### config.mk
export PLATFORM = sky130hd
export DESIGN_NAME = spi_slave_ctrl_flat
export DESIGN_NICKNAME = d
export VERILOG_FILES = /design/src/rtl/spi_slave_ctrl_if.sv /design/src/rtl/spi_slave_ctrl.sv /design/src/flat_wrapper.sv
export SDC_FILE = /design/constraint.sdc
export NUM_CORES = 1
export LEC_CHECK = 0
export BUFFER_PORTS_ARGS = -buffer_cell sky130_fd_sc_hd__buf_2
export CORE_ASPECT_RATIO = 1.25
export CORE_MARGIN = 4
export CORE_UTILIZATION = 41
export CTS_CLUSTER_SIZE = 24
export DETAILED_ROUTE_END_ITERATION = 6
export SYNTH_ARGS = -nofsm -noshare
export SYNTH_HDL_FRONTEND = slang
export SYNTH_SLANG_ARGS = --single-unit
### constraint.sdc
create_clock -name clk -period 2.3 [get_ports clk]
set_input_delay 0.345 -clock clk [delete_from_list [all_inputs] [get_ports clk]]
set_output_delay 0.345 -clock clk [all_outputs]
set_load 0.005 [all_outputs]
### src/rtl/spi_slave_ctrl_if.sv
// Control-side bundle between the SPI slave sequencer and its datapath:
// synchronised sclk edges, cs and mosi in; datapath enables out.
interface spi_slave_ctrl_if;
  logic positiveedge_sclk;
  logic negativeedge_sclk;
  logic cs;
  logic mosi;
  logic miso_buf;
  logic addr_we;
  logic sr_we;
  logic dm_we;
  logic addr_inc;

  modport master (
    output positiveedge_sclk, negativeedge_sclk, cs, mosi,
    input  miso_buf, addr_we, sr_we, dm_we, addr_inc
  );

  modport slave (
    input  positiveedge_sclk, negativeedge_sclk, cs, mosi,
    output miso_buf, addr_we, sr_we, dm_we, addr_inc
  );
endinterface

### src/rtl/spi_slave_ctrl.sv
// SPI slave transaction sequencer: address capture, R/W decision, shift-register load, memory commit.
// Define SPI_SLAVE_CTRL_BURST_EN to build the NEXT state (address auto-increment bursts).
module spi_slave_ctrl #(
  parameter int unsigned ADDR_WIDTH = 7,
  parameter int unsigned DATA_WIDTH = 8
) (
  input  logic             clk,
  input  logic             rst_n,
  spi_slave_ctrl_if.slave  bus
);

  localparam int unsigned MAX_W = (ADDR_WIDTH > DATA_WIDTH) ? ADDR_WIDTH : DATA_WIDTH;
  localparam int unsigned CNT_W = $clog2(MAX_W + 1);

  typedef enum logic [3:0] {
    S_IDLE,
    S_ADDR,
    S_ADDR_LATCH,
    S_RW,
    S_READ_LOAD,
    S_READ_SHIFT,
    S_WRITE_SHIFT,
    S_WRITE_COMMIT
`ifdef SPI_SLAVE_CTRL_BURST_EN
    , S_NEXT
`endif
  } state_e;

`ifdef SPI_SLAVE_CTRL_BURST_EN
  localparam state_e EOW_STATE = S_NEXT;
`else
  localparam state_e EOW_STATE = S_ADDR;
`endif

  state_e             state_q, state_d;
  logic [CNT_W-1:0]   cnt_q, cnt_d, cnt_inc;
  logic               rw_q, rw_d;
  logic               miso_buf_q, miso_buf_d;
  logic               addr_we_q, addr_we_d;
  logic               sr_we_q, sr_we_d;
  logic               dm_we_q, dm_we_d;
`ifdef SPI_SLAVE_CTRL_BURST_EN
  logic               addr_inc_q, addr_inc_d;
`endif

  // Falling sclk edges only matter to the shift-register path.
  logic unused_negedge;
  assign unused_negedge = bus.negativeedge_sclk;

  // Next state, bit counter and R/W flag; cs high overrides everything.
  always_comb begin
    state_d = state_q;
    cnt_d   = cnt_q;
    rw_d    = rw_q;
    cnt_inc = cnt_q + CNT_W'(1);
    if (bus.cs) begin
      state_d = S_IDLE;
      cnt_d   = '0;
      rw_d    = 1'b0;
    end else begin
      case (state_q)
        S_IDLE: begin
          state_d = S_ADDR;
          cnt_d   = '0;
          rw_d    = 1'b0;
        end
        S_ADDR: begin
          if (bus.positiveedge_sclk) begin
            cnt_d = cnt_inc;
            if (cnt_inc == CNT_W'(ADDR_WIDTH)) begin
              state_d = S_ADDR_LATCH;
              cnt_d   = '0;
            end
          end
        end
        S_ADDR_LATCH: state_d = S_RW;
        S_RW: begin
          if (bus.positiveedge_sclk) begin
            rw_d    = bus.mosi;
            state_d = bus.mosi ? S_READ_LOAD : S_WRITE_SHIFT;
            cnt_d   = '0;
          end
        end
        S_READ_LOAD: state_d = S_READ_SHIFT;
        S_READ_SHIFT: begin
          if (bus.positiveedge_sclk) begin
            cnt_d = cnt_inc;
            if (cnt_inc == CNT_W'(DATA_WIDTH)) begin
              state_d = EOW_STATE;
              cnt_d   = '0;
            end
          end
        end
        S_WRITE_SHIFT: begin
          if (bus.positiveedge_sclk) begin
            cnt_d = cnt_inc;
            if (cnt_inc == CNT_W'(DATA_WIDTH)) begin
              state_d = S_WRITE_COMMIT;
              cnt_d   = '0;
            end
          end
        end
        S_WRITE_COMMIT: begin
          state_d = EOW_STATE;
          cnt_d   = '0;
        end
`ifdef SPI_SLAVE_CTRL_BURST_EN
        S_NEXT: begin
          state_d = rw_q ? S_READ_LOAD : S_WRITE_SHIFT;
          cnt_d   = '0;
        end
`endif
        default: begin
          state_d = S_IDLE;
          cnt_d   = '0;
        end
      endcase
    end
  end

  // Outputs are a pure decode of the state, registered alongside it.
  always_comb begin
    miso_buf_d = (state_d == S_READ_LOAD) || (state_d == S_READ_SHIFT);
    addr_we_d  = (state_d == S_ADDR_LATCH);
    sr_we_d    = (state_d == S_READ_LOAD);
    dm_we_d    = (state_d == S_WRITE_COMMIT);
`ifdef SPI_SLAVE_CTRL_BURST_EN
    addr_inc_d = (state_d == S_NEXT);
`endif
  end

  always_ff @(posedge clk or negedge rst_n) begin
    if (!rst_n) begin
      state_q    <= S_IDLE;
      cnt_q      <= '0;
      rw_q       <= 1'b0;
      miso_buf_q <= 1'b0;
      addr_we_q  <= 1'b0;
      sr_we_q    <= 1'b0;
      dm_we_q    <= 1'b0;
`ifdef SPI_SLAVE_CTRL_BURST_EN
      addr_inc_q <= 1'b0;
`endif
    end else begin
      state_q    <= state_d;
      cnt_q      <= cnt_d;
      rw_q       <= rw_d;
      miso_buf_q <= miso_buf_d;
      addr_we_q  <= addr_we_d;
      sr_we_q    <= sr_we_d;
      dm_we_q    <= dm_we_d;
`ifdef SPI_SLAVE_CTRL_BURST_EN
      addr_inc_q <= addr_inc_d;
`endif
    end
  end

  assign bus.miso_buf = miso_buf_q;
  assign bus.addr_we  = addr_we_q;
  assign bus.sr_we    = sr_we_q;
  assign bus.dm_we    = dm_we_q;
`ifdef SPI_SLAVE_CTRL_BURST_EN
  assign bus.addr_inc = addr_inc_q;
`else
  assign bus.addr_inc = 1'b0;
`endif

endmodule

### src/flat_wrapper.sv
// flat-port wrapper written by rule: the top's interface ports become plain ports
module spi_slave_ctrl_flat 
#(
  parameter int unsigned ADDR_WIDTH = 7,
  parameter int unsigned DATA_WIDTH = 8
)
  (clk, rst_n, bus_positiveedge_sclk, bus_negativeedge_sclk, bus_cs, bus_mosi, bus_miso_buf, bus_addr_we, bus_sr_we, bus_dm_we, bus_addr_inc);
  spi_slave_ctrl_if bus_i ();
  input  logic clk;
  input  logic rst_n;
  input wire logic [$bits(bus_i.positiveedge_sclk)-1:0] bus_positiveedge_sclk;
  input wire logic [$bits(bus_i.negativeedge_sclk)-1:0] bus_negativeedge_sclk;
  input wire logic [$bits(bus_i.cs)-1:0] bus_cs;
  input wire logic [$bits(bus_i.mosi)-1:0] bus_mosi;
  output wire logic [$bits(bus_i.miso_buf)-1:0] bus_miso_buf;
  output wire logic [$bits(bus_i.addr_we)-1:0] bus_addr_we;
  output wire logic [$bits(bus_i.sr_we)-1:0] bus_sr_we;
  output wire logic [$bits(bus_i.dm_we)-1:0] bus_dm_we;
  output wire logic [$bits(bus_i.addr_inc)-1:0] bus_addr_inc;
  assign bus_i.positiveedge_sclk = bus_positiveedge_sclk;
  assign bus_i.negativeedge_sclk = bus_negativeedge_sclk;
  assign bus_i.cs = bus_cs;
  assign bus_i.mosi = bus_mosi;
  assign bus_miso_buf = bus_i.miso_buf;
  assign bus_addr_we = bus_i.addr_we;
  assign bus_sr_we = bus_i.sr_we;
  assign bus_dm_we = bus_i.dm_we;
  assign bus_addr_inc = bus_i.addr_inc;
  spi_slave_ctrl #(.ADDR_WIDTH(ADDR_WIDTH), .DATA_WIDTH(DATA_WIDTH)) u_core (.clk(clk), .rst_n(rst_n), .bus(bus_i));
endmodule
==> run summary <==
Chip width: 47.3 µm
Grt met1 use: 17.3%
Post-CTS setup buffer count: 0
GR met2 Demand/Resource: 22.0%
Post-synthesis sequential area ratio: 37.9%
Fraction of the mapped netlist area in simple logic gates: 25.4%
Mux share of post-synthesis cell area: 0%
DP HPWL: 1170 µm
N_diodes: 0
Worst EP arrival: 2.18 ns
Slowest CP cell: dfrtp_1
Root Driver: clkbuf_4
Ys flop type: dfrtp_1
Synth-to-layout area growth: 12.5%
Synth Area in Compound Gates: 28.1%
Port Buffers: 8
Vias in the first global route: 613
Post-synth EDFFs: 0
Yosys top cell area share: 37.9%
Router iterations before antenna repair: 4
Final ANT Viol Nets: 0
Mapped Cells: 77
Max frequency: 495 MHz
Max-cap violations: 0
H-tree depth: 1
Crit path capture type: flop
Clk_skew: 0.000466 ns
Die height: 57.1 µm
Critical path cell sequence: ha_1 > nand2b_1 > o32ai_2 > nand3_1 > a21oi_1 > and3b_1
Total die area: 2700 µm²
CP max stage delay: 0.46 ns
Fin cells: 106
Critical path required time: 2.46 ns
Final hold viol count: 0
CP Launch Type: flop
Pin count of the biggest net entering global routing: 13
CTS clk-pin slew, worst paths: 0.07 ns
Unrepaired setup endpoints after global routing: no
Initial DRC count: 8
Antenna violations before repair: 0
CTS Buf Count: 3
FFs w/ async S/R, synth: 100%
Met3 Usage GRT: 5.05%
Starting Density: 43.8%
Ranking of synthesized cells by area: dfrtp_1 38%, nor2b_1 3.9%, o211ai_1 3.8%, a2111oi_4 3.5%, ha_1 3.2%
Placed insts: 101
Residual DRC: 0
Syn avg cell area: 10.3 µm²
GP Congestion: 0.804
Remaining Overflow, GRT: 0
Post-Syn Area: 792 µm²
Floorplan row count: 17
Skew-Pair Late Insertion Delay: 0.27 ns
Busiest grt layer: met2
Worst hold slack: 0.362 ns
Fin. max-slew vios: 0
First-pass GRT wire length: 2790 µm
IO Pins: 11
PwrDens: 464 nW/µm²
Leak: 0.386 nW
Final setup violation count: 0
Vias per cell: 5.94
CTS Buffer Depth: 2
WL final: 1620 µm
GRT Overall Usage: 14.1%
Yosys reg bits: 12
Synth area leader: dfrtp_1
Adder-cell area share of the yosys netlist: 3.16%
Fin crit share: 87.8%
Peak supply drop: 0.344 mV
Status: complete, no violations
CP max FO: 7
Core area: 1810 µm²
Tmin final: 2.02 ns
YS warnings: 0
Share of cells above drive strength 1: 23.0%
Setup CP Type: flop to flop
Wirelength per Cell: 15.3 µm
Xor and xnor area share after synthesis: 1.11%
Sink Count: 12
CTS tree: done
Worst hold path class: primary input to flop
Nets: 96
Vias: 630
Setup TNS: 0 ns
Largest family of logic cells by synthesized area: compound AO/OA/AOI/OAI gates
Synth cell types: 42
==> worst max-delay path: cells and delay by family (launching register included) <==
kind	cells	cell delay, ns
AO/OA/AOI/OAI	2	0.57
adder cells (fa/ha/maj)	1	0.31
AND/OR/NAND/NOR	3	0.58
flip-flops	1	0.46
==> worst paths after layout <==
check / startpoint / endpoint / slack (ns) / cells after the start
setup / recovery: u_core.cnt_q[0] / u_core.bus.dm_we / 0.28 / 6
hold / removal: bus_cs / u_core.cnt_q[3] / 0.36 / 2
setup reg to reg: u_core.cnt_q[0] / u_core.bus.dm_we / 0.28 / 6
hold reg to reg: u_core.cnt_q[3] / u_core.cnt_q[3] / 0.61 / 2
max in group asynchronous: rst_n / u_core.state_q[2] / 1.61 / 2
min in group asynchronous: rst_n / u_core.bus.miso_buf / 0.48 / 2
==> where the power goes <==
| part | internal, mW | switching [mW] | leakage [nW] | total (mW) |
|---|---|---|---|---|
| combinational | 0.0114 | 0.0184 | 0.200 | 0.0298 |
| clock | 0.0962 | 0.0695 | 0.0210 | 0.166 |
| sequential | 0.213 | 0.00532 | 0.165 | 0.218 |
| total | 0.320 | 0.0932 | 0.386 | 0.413 |
==> layout make-up <==
cell class	instances	area (µm²)
Sequential cell	12	300
Clock buffer	4	36.3
Fill cell	168	917
Timing Repair Buffer	9	50.0
Multi-Input combinational cell	60	473
Tap cell	19	23.8
Inverter	2	7.51
==> layout by cell type, fill, tap and decap left out, drive strengths merged, types with 4 or more instances in the layout <==
cell type  Yosys  layout
buf            3       8
nand3          4       4
nor2b          5       5
clkbuf         1       4
o211ai         4       4
dfrtp         12      12
==> metal layers <==
layer / part of all wire (%) / routed length [µm] / vias to the layer above
li1: - / - / 316
met1: 42 / 684 / 296
met5: 0 / 0 / -
met2: 51 / 819 / 14
met3: 5.3 / 86 / 4
met4: 1.9 / 31 / 0
==> cell families (layout without fill, tap and decap cells) <==
| kind of cell | Yosys count | after routing |
|---|---|---|
| AOI/OAI and AO/OA | 25 | 25 |
| xor gates and xnor gates | 1 | 1 |
| adders and majority gates | 2 | 2 |
| and+or+nand+nor | 30 | 30 |
| DFF | 12 | 12 |
| other | 1 | 2 |
| buffers and inverters | 6 | 15 |
==> flip-flops by register name (all words and copies together), names as in the netlist <==
signal               flops
u_core.state_q           4
u_core.bus.sr_we         1
u_core.cnt_q             4
u_core.bus.addr_we       1
u_core.bus.miso_buf      1
u_core.bus.dm_we         1
==> synthesized netlist by cell type (2+ instances only) <==
master	number
a21oi_1	3
buf_2	2
o21ai_1	2
nand2b_1	3
nor3b_2	2
nand3b_1	3
nand3_1	3
and3b_1	2
o211ai_1	4
nand2_1	3
ha_1	2
nor2b_1	5
a21boi_1	2
inv_1	2
dfrtp_1	12
==> metrics by stage <==
step / utilization, % / cell area [µm²] / power (mW) / setup WS, ns
global route: 49.3 / 891 / 0.435 / 0.104
global placement: 46.3 / 837 / 0.251 / 0.273
CTS: 48.9 / 883 / 0.421 / 0.172
floorplan: - / 796 / 0.239 / 0.476
detailed placement: 46.3 / 837 / 0.251 / 0.250
finish: 49.3 / 891 / 0.413 / 0.281
==> timing repair <==
item	CTS	global route
gates resized for setup	0	1
hold endpoints to repair	12	0
hold buffers	1	0
setup endpoints to repair	0	1
No activity file was read; power rests on OpenSTA's default activity.
